### src/rtl/noc_out_arbiter.sv
// -----------------------------------------------------------------------------
// noc_out_arbiter
//
// Round-robin output arbiter for one router output. It drains up to NUM_IN
// input FIFOs into a single downstream FIFO through a one-entry output stage.
// The winning flit is registered and presented on out_item in the following
// cycle. The stage reloads in the same cycle it drains, so one flit per cycle
// is sustained while the downstream FIFO has room.
//
// Flit width W = `HDR_SZ + `PL_SZ + `ADDR_SZ (global macros; defaults below
// apply only when the surrounding build does not define them).
//
// Parameters:
//   NUM_IN     number of input FIFOs, 2..8 (default 5: N, E, S, W, local)
//   CNT_W      width of each grant counter (stats build only)
//
// Ports:
//   clk        single clock, rising-edge
//   reset      synchronous, active-high
//   in_empty   [NUM_IN]    empty flags of the input FIFOs
//   in_item    [NUM_IN*W]  head flits of the input FIFOs, input i at [i*W +: W]
//   in_read    [NUM_IN]    pop strobes to the input FIFOs (at most one high)
//   out_full   downstream FIFO full flag
//   out_write  downstream FIFO push strobe
//   out_item   [W]         flit presented to the downstream FIFO
//   grant_cnt  [NUM_IN*CNT_W] saturating per-input grant counters
//              (present only when NOC_OUT_ARB_STATS_EN is defined)
//
// Optional feature macro: NOC_OUT_ARB_STATS_EN
// -----------------------------------------------------------------------------

`ifndef HDR_SZ
`define HDR_SZ 4
`endif
`ifndef PL_SZ
`define PL_SZ 8
`endif
`ifndef ADDR_SZ
`define ADDR_SZ 4
`endif

module noc_out_arbiter #(
    parameter int NUM_IN = 5,
    parameter int CNT_W  = 16
) (
    input  logic                                          clk,
    input  logic                                          reset,
    input  logic [NUM_IN-1:0]                             in_empty,
    input  logic [NUM_IN*(`HDR_SZ+`PL_SZ+`ADDR_SZ)-1:0]   in_item,
    output logic [NUM_IN-1:0]                             in_read,
    input  logic                                          out_full,
    output logic                                          out_write,
    output logic [(`HDR_SZ+`PL_SZ+`ADDR_SZ)-1:0]          out_item
`ifdef NOC_OUT_ARB_STATS_EN
    ,
    output logic [NUM_IN*CNT_W-1:0]                       grant_cnt
`endif
);

    localparam int W      = `HDR_SZ + `PL_SZ + `ADDR_SZ;
    localparam int PRIO_W = $clog2(NUM_IN);

    if (NUM_IN < 2 || NUM_IN > 8 || CNT_W < 1) begin : g_param_check
        $error("noc_out_arbiter: NUM_IN must be 2..8 and CNT_W >= 1");
    end

    // Control state
    logic [PRIO_W-1:0] prio;
    logic              vld_p1;

    // Output-stage data
    logic [W-1:0]      hold_item_p1;

    // Combinational arbitration terms
    logic [NUM_IN-1:0] req;
    logic              drain;
    logic              space;
    logic              any_req;
    logic              load;
    logic [PRIO_W-1:0] g;
    logic [PRIO_W-1:0] prio_nxt;

`ifdef NOC_OUT_ARB_STATS_EN
    function automatic logic [CNT_W-1:0] sat_inc(input logic [CNT_W-1:0] v);
        return (&v) ? v : v + CNT_W'(1);
    endfunction
`endif

    assign req     = ~in_empty;
    assign any_req = |req;
    assign drain   = vld_p1 & ~out_full;
    assign space   = ~vld_p1 | drain;
    assign load    = space & any_req;

    // Round-robin scan: first requester at or after prio, wrapping modulo NUM_IN.
    always_comb begin
        logic found;
        int   idx;
        found = 1'b0;
        g     = '0;
        idx   = 0;
        for (int k = 0; k < NUM_IN; k++) begin
            idx = int'(prio) + k;
            if (idx >= NUM_IN) begin
                idx = idx - NUM_IN;
            end
            if (!found && req[idx]) begin
                found = 1'b1;
                g     = PRIO_W'(idx);
            end
        end
    end

    // Pointer moves to the input just past the winner; input NUM_IN-1 wraps to 0.
    always_comb begin
        if (g == PRIO_W'(NUM_IN - 1)) begin
            prio_nxt = '0;
        end else begin
            prio_nxt = g + PRIO_W'(1);
        end
    end

    // Strobes are forced low during reset so no FIFO is popped or pushed in the
    // reset cycle, even though the output stage still holds its old contents.
    always_comb begin
        in_read = '0;
        if (load && !reset) begin
            in_read[g] = 1'b1;
        end
    end

    assign out_write = drain & ~reset;
    assign out_item  = hold_item_p1;

    // ---- stage p0 -> p1: winning flit captured into the output stage ----
    always_ff @(posedge clk) begin
        if (reset) begin
            prio         <= '0;
            vld_p1       <= 1'b0;
            hold_item_p1 <= '0;
        end else if (load) begin
            prio         <= prio_nxt;
            vld_p1       <= 1'b1;
            hold_item_p1 <= in_item[int'(g)*W +: W];
        end else if (drain) begin
            vld_p1       <= 1'b0;
        end
    end

`ifdef NOC_OUT_ARB_STATS_EN
    logic [CNT_W-1:0] cnt_q [NUM_IN];

    always_ff @(posedge clk) begin
        if (reset) begin
            for (int i = 0; i < NUM_IN; i++) begin
                cnt_q[i] <= '0;
            end
        end else if (load) begin
            cnt_q[g] <= sat_inc(cnt_q[g]);
        end
    end

    always_comb begin
        grant_cnt = '0;
        for (int i = 0; i < NUM_IN; i++) begin
            grant_cnt[i*CNT_W +: CNT_W] = cnt_q[i];
        end
    end
`endif

endmodule

### config.mk
export PLATFORM = sky130hd
export DESIGN_NAME = noc_out_arbiter
export DESIGN_NICKNAME = d
export VERILOG_FILES = /design/src/rtl/noc_out_arbiter.sv
export SDC_FILE = /design/constraint.sdc
export NUM_CORES = 1
export LEC_CHECK = 0
export CAP_MARGIN = 20
export CORE_ASPECT_RATIO = 1.1
export CORE_MARGIN = 2
export CORE_UTILIZATION = 41
export DETAILED_ROUTE_END_ITERATION = 12
export GPL_TIMING_DRIVEN = 0
export PLACE_DENSITY = 0.81
export RECOVER_POWER = 50
export SKIP_LAST_GASP = 1
export SLEW_MARGIN = 10
export SYNTH_ARGS = -nofsm -noshare
export SYNTH_HDL_FRONTEND = slang
export SYNTH_SLANG_ARGS = --single-unit
### constraint.sdc
create_clock -name clk -period 5.1 [get_ports clk]
set_input_delay 1.275 -clock clk [delete_from_list [all_inputs] [get_ports clk]]
set_output_delay 1.275 -clock clk [all_outputs]
set_load 0.01 [all_outputs]
Yosys cells after proc, flatten, opt, wreduce, memory -nomap -nowiden
Cells that the tools add are included.
- shift operators: 1
- mux-type cells: 35
- bitwise gates (word level): 8
- reductions and logical operators: 13
- equality and inequality tests: 1
- $add $sub $neg: 10
- order comparisons: 12
- operators by type and width (operator ; number):
    less-than comparator 32 x 5 -> 1 bit, second input constant ; 5
    2-to-1 mux 32 bit ; 5
    indexed part select 80 x 8 -> 16 bit ; 1
    subtractor 4 x 3 -> 5 bit, second input constant ; 4
    2-to-1 mux 3 bit ; 6
    2-to-1 mux 1 bit ; 17
    >= comparator 4 x 3 -> 1 bit, second input constant ; 4
    binary-select mux 1 bit (select 3 bit) ; 5
    adder 3 x 2 -> 4 bit, second input constant ; 2
    logical AND 1 bit ; 6
    logical NOT 1 bit ; 5
    2-to-1 mux 5 bit ; 1
    NOT 5 bit ; 1
    OR reduction 5 bit ; 1
    adder 3 x 1 -> 4 bit, second input constant ; 1
    adder 3 x 3 -> 4 bit, second input constant ; 1
    less-than comparator 3 x 4 -> 1 bit, second input constant ; 1
    subtractor 3 x 3 -> 4 bit, second input constant ; 1
    adder 3 x 1 -> 3 bit, second input constant ; 1
    bitwise AND 1 bit ; 3
    demux 1 bit (select 3 bit) ; 1
    == test 3 bit, second input constant ; 1
    >= comparator 3 x 1 -> 1 bit, second input constant ; 1
    >= comparator 3 bit, second input constant ; 1
    3 further kinds ; 5
- flip-flop bits (word level): 20
- output and inout bits: 22
- input bits: 88

Logic depth before layout (Yosys ltp)
- depth in word-level cells: 23
- gate-level depth with buffers: 16
- mapped depth without buffers: 13

Worst setup path before layout
No wires, ideal clock.
- kind: input to output
- start: input port in_empty[1]
- end: output port in_read[4]
- stages on the path: 11
- arrival: 3.521 ns
- setup slack: 0.304 ns
- cells stage by stage: buf_2 -> mux4_1 -> or3_1 -> o21a_1 -> nand2_2 -> a21oi_1 -> and3_1 -> a31o_2 -> buf_6 -> buf_2 -> a211oi_1
- cells in the longest elaborated chain, start to end: 22
- elaborated cells between the ends (all ways): 42
- classes of those cells: order compare (2); mux (27); bitwise (2); reduce/logical (11)
- ends and longest elaborated chain (element ; line ; RTL):
    start: declaration ; 48 ; input logic [NUM_IN-1:0] in_empty,
    NOT 5 bit * ; 89 ; assign req = ~in_empty;
    binary-select mux 1 bit (select 3 bit) ; 107 ; if (!found && req[idx]) begin
    2-to-1 mux 1 bit (not written as such) (2 in series) ; 107 ;
    2-to-1 mux 1 bit ; 107 ;
    logical NOT 1 bit ; 107 ;
    logical AND 1 bit ; 107 ;
    2-to-1 mux 1 bit ; 107 ;
    logical NOT 1 bit ; 107 ;
    [5 not listed] ; n/a ;
    logical NOT 1 bit ; 107 ;
    logical AND 1 bit ; 107 ;
    2-to-1 mux 3 bit ; 107 ;
    less-than comparator 3 x 4 -> 1 bit (not written as such) / >= comparator 3 x 1 -> 1 bit (equally long branches) ; 128 ; in_read[g] = 1'b1;
    logical AND 1 bit (not written as such) ; 128 ;
    2-to-1 mux 1 bit (not written as such) ; 128 ;
    demux 1 bit (select 3 bit) ; 128 ;
    2-to-1 mux 5 bit * ; 127 ; if (load && !reset) begin
    end: declaration ; 50 ; output logic [NUM_IN-1:0] in_read,
Every way passes the cells marked *; elsewhere a longest branch is shown, timed or not. The select of a mux whose other input is x is not followed.

Worst setup path in the final report
- start: input port in_empty[2]
- end: output port in_read[1]
Same word-level chain as after synthesis.

==> flow_metrics.env <==
export IMPL_crit_required_ns=3.83
export IMPL_period_share_pct=98.8
export IMPL_final_max_slew_viol_count=0
export IMPL_tightest_slew_ns=0.558
export IMPL_hold_path_class="flop to flop"
export IMPL_rsz0062_at_grt="true"
export IMPL_setup_tns_ns=0
export IMPL_syn_instance_count=337
export IMPL_leakage_nw=1.72
export IMPL_grt_overflow=0
export IMPL_critPathLaunchType="input port"
export IMPL_critPathBufInv=4
export IMPL_core_area_um2=6930
export IMPL_setup_violations_final=0
export IMPL_cts_tree="built"
export IMPL_cts_buffers_inserted=3
export IMPL_wl_per_cell_um=18.1
export IMPL_crit_chain="buf_2, mux4_2, or3_4, o21a_1, nand2_2, mux2i_1, o21ai_1, o311ai_2, buf_6, or2_2, inv_1, clkdlybuf4s15_2"
export IMPL_critical_path_top_delay_family="simple AND/OR/NAND/NOR gates"
export IMPL_peakVddDrop_mv=0.360
export IMPL_n_antenna_cell=0
export IMPL_wirelength_um=10000
export IMPL_yosysWarningCount=0
export IMPL_syn_nets=436
export IMPL_path_max_fanout=8
export IMPL_grt_pass1_vias=3306
export IMPL_synth_edf_count=0
export IMPL_hpwl_um=7340
export IMPL_crit_type="input port to primary output"
export IMPL_synthFlopType="dfxtp_1"
export IMPL_synthArstFlopShare_pct=0
export IMPL_drive_above_1_share_pct=21.3
export IMPL_cap_violations=0
export IMPL_ys_ff_latch=20
export IMPL_io_buffer_count=108
export IMPL_relSlewSlack_pct=62.8
export IMPL_grt_max_degree=13
export IMPL_fmax_mhz=198
export IMPL_drt_iter0_drc=223
export IMPL_via_per_inst=5.87
export IMPL_ctsHoldBuffers=0
export IMPL_place_gp_congestion=0.938
export IMPL_chipHeight_um=91.9
export IMPL_finClkSkew_ns=0.0106
export IMPL_fin_nets=569
export IMPL_antenna_found_initial=0
export IMPL_fillCellCount=607
export IMPL_die_area_um2=7710
export IMPL_die_width_um=83.9
export IMPL_drc_errors=0
export IMPL_cts_clk_slew_worst_paths_ns=0.08
export IMPL_power_density_nw_per_um2=568
export IMPL_initial_utilization_pct=41.6
export IMPL_hold_violations=0
export IMPL_grt_pass1_wl_um=15500
export IMPL_htreeDepth=1
export IMPL_io_pins=110
export IMPL_p_total_mw=2.53
export IMPL_arrival_ns=3.76
export IMPL_rows=32
export IMPL_seq_area_frac_synth_pct=13.9
export IMPL_cts_sinks=20
export IMPL_clock_latency_ns=0.27
export IMPL_syn_area_um2=2880
export IMPL_endpoint_kind="primary output"
export IMPL_placed_area_um2=4070
export IMPL_syn_avg_cell_area_um2=8.54
export IMPL_synthToLayoutAreaGrowth_pct=54.6
export IMPL_cts_max_path_buffers=2
export IMPL_slowest_delay_ns=0.48
export IMPL_status="finished, final reports clean"
export IMPL_layout_min_cycle_time_ns=5.04
export IMPL_dr_pass1_iters=4
export IMPL_cts_root_buffer="clkbuf_8"
export IMPL_ys_types=66
export IMPL_grtUsageTotal_pct=24.6
export IMPL_final_cell_area_um2=4450
export IMPL_critPathSlowestCell="mux4_2"
export IMPL_ant_nets=0
export IMPL_vias=3253
power breakdown:
group	switching, mW	internal (mW)
Sequential	0.0323	0.220
Combinational	1.07	1.04
Clock	0.0610	0.105
Total	1.16	1.37
worst register-to-register path, delay by kind of cell (launching register included):
kind / cells / cell delay [ns]
simple gates: 3 / 0.66
flops: 1 / 0.39
buf+inv: 7 / 1.04
compound gates: 5 / 0.70
mux: 1 / 0.21
fa+ha+maj: 2 / 0.50
kinds of logic after synthesis:
family	share of synthesized area, %
xor+xnor	1.83
simple gates	21.2
fa+ha+maj	4.78
buf+inv	10.0
compound gates	31.4
flops	13.9
mux	16.9
final cells by class:
class                   count  area, µm²  share of cell area, %
clock inverters             1       30.0                  0.675
clock buffers               3       41.3                  0.928
plain buffers              26        243                   5.45
inverters                  25        103                   2.31
repair buffers            128       1210                   27.2
well taps                  85        106                   2.39
flip-flops and latches     20        412                   9.25
multi-input cells         266       2300                   51.8
metrics by stage:
step	hold WS [ns]	std cells	utilization, %	setup WS [ns]
floorplan	0.460	337	-	0.304
global placement	0.477	530	58.7	-0.952
detailed placement	0.485	530	58.7	-1.00
CTS	0.498	545	61.8	0.0118
global route	0.534	554	64.3	-0.0300
finish	0.504	554	64.3	0.0602
worst paths after layout:
kind | from | endpoint | slack, ns | cells past startpoint
max | in_empty[2] | in_read[1] | 0.06 | 12
min | vld_p1 | vld_p1 | 0.50 | 2
max reg2reg | prio[1] | out_item[12] | 1.45 | 18
min reg2reg | vld_p1 | vld_p1 | 0.50 | 2
cell usage after synthesis, types with 3 or more instances:
cell type / count / area, µm²
buf_6: 9 / 101
nand3b_1: 16 / 120
ha_1: 11 / 138
nor2b_1: 5 / 31.3
a211oi_1: 3 / 22.5
and3_1: 3 / 18.8
or3_1: 3 / 18.8
xnor2_1: 4 / 35.0
nand4_1: 3 / 18.8
nand2b_1: 8 / 50.1
nand3_1: 7 / 35.0
dfxtp_1: 20 / 400
a22oi_1: 4 / 30.0
o21ai_0: 9 / 45.0
clkbuf_1: 9 / 33.8
o32a_1: 16 / 160
a21oi_1: 12 / 60.1
o221ai_1: 11 / 96.3
nor3_1: 5 / 25.0
buf_2: 6 / 30.0
o221ai_2: 8 / 120
nor2_1: 15 / 56.3
a221o_1: 3 / 30.0
nand2_1: 18 / 67.6
o21a_1: 18 / 135
inv_1: 24 / 90.1
mux2i_1: 41 / 410
nor3b_1: 3 / 22.5
routing by layer:
metal | global-route usage, % | wire, µm | up-vias
li1 | - | - | 1562
met1 | 28.6 | 3910 | 1546
met3 | 3.15 | 562 | 19
met5 | 0 | 0 | -
met4 | 9.68 | 280 | 0
met2 | 45.5 | 5280 | 126
flip-flops by register name, indices dropped and copies added, names as in the netlist:
name,flops
out_item,16
prio,3
vld_p1,1
placed cells by master (no fill, tap or decap), types with 7 or more instances in the layout:
cell	count
a21oi_1	10
buf_4	23
buf_6	8
clkbuf_1	8
clkdlybuf4s50_1	82
dfxtp_1	17
dlygate4sd3_1	17
ha_1	9
inv_1	23
mux2i_1	39
nand2_1	17
nand2b_1	8
nand3b_1	16
nor2_1	15
o21a_1	17
o21ai_0	7
o221ai_1	11
o221ai_2	8
o32a_1	16
repair_timing:
action | CTS | global route
pin swaps | 8 | 7
setup buffers | 11 | 9
endpoints found under the setup margin | 5 | 5
resized for setup | 54 | 35
No activity file was read; power rests on OpenSTA's default activity.
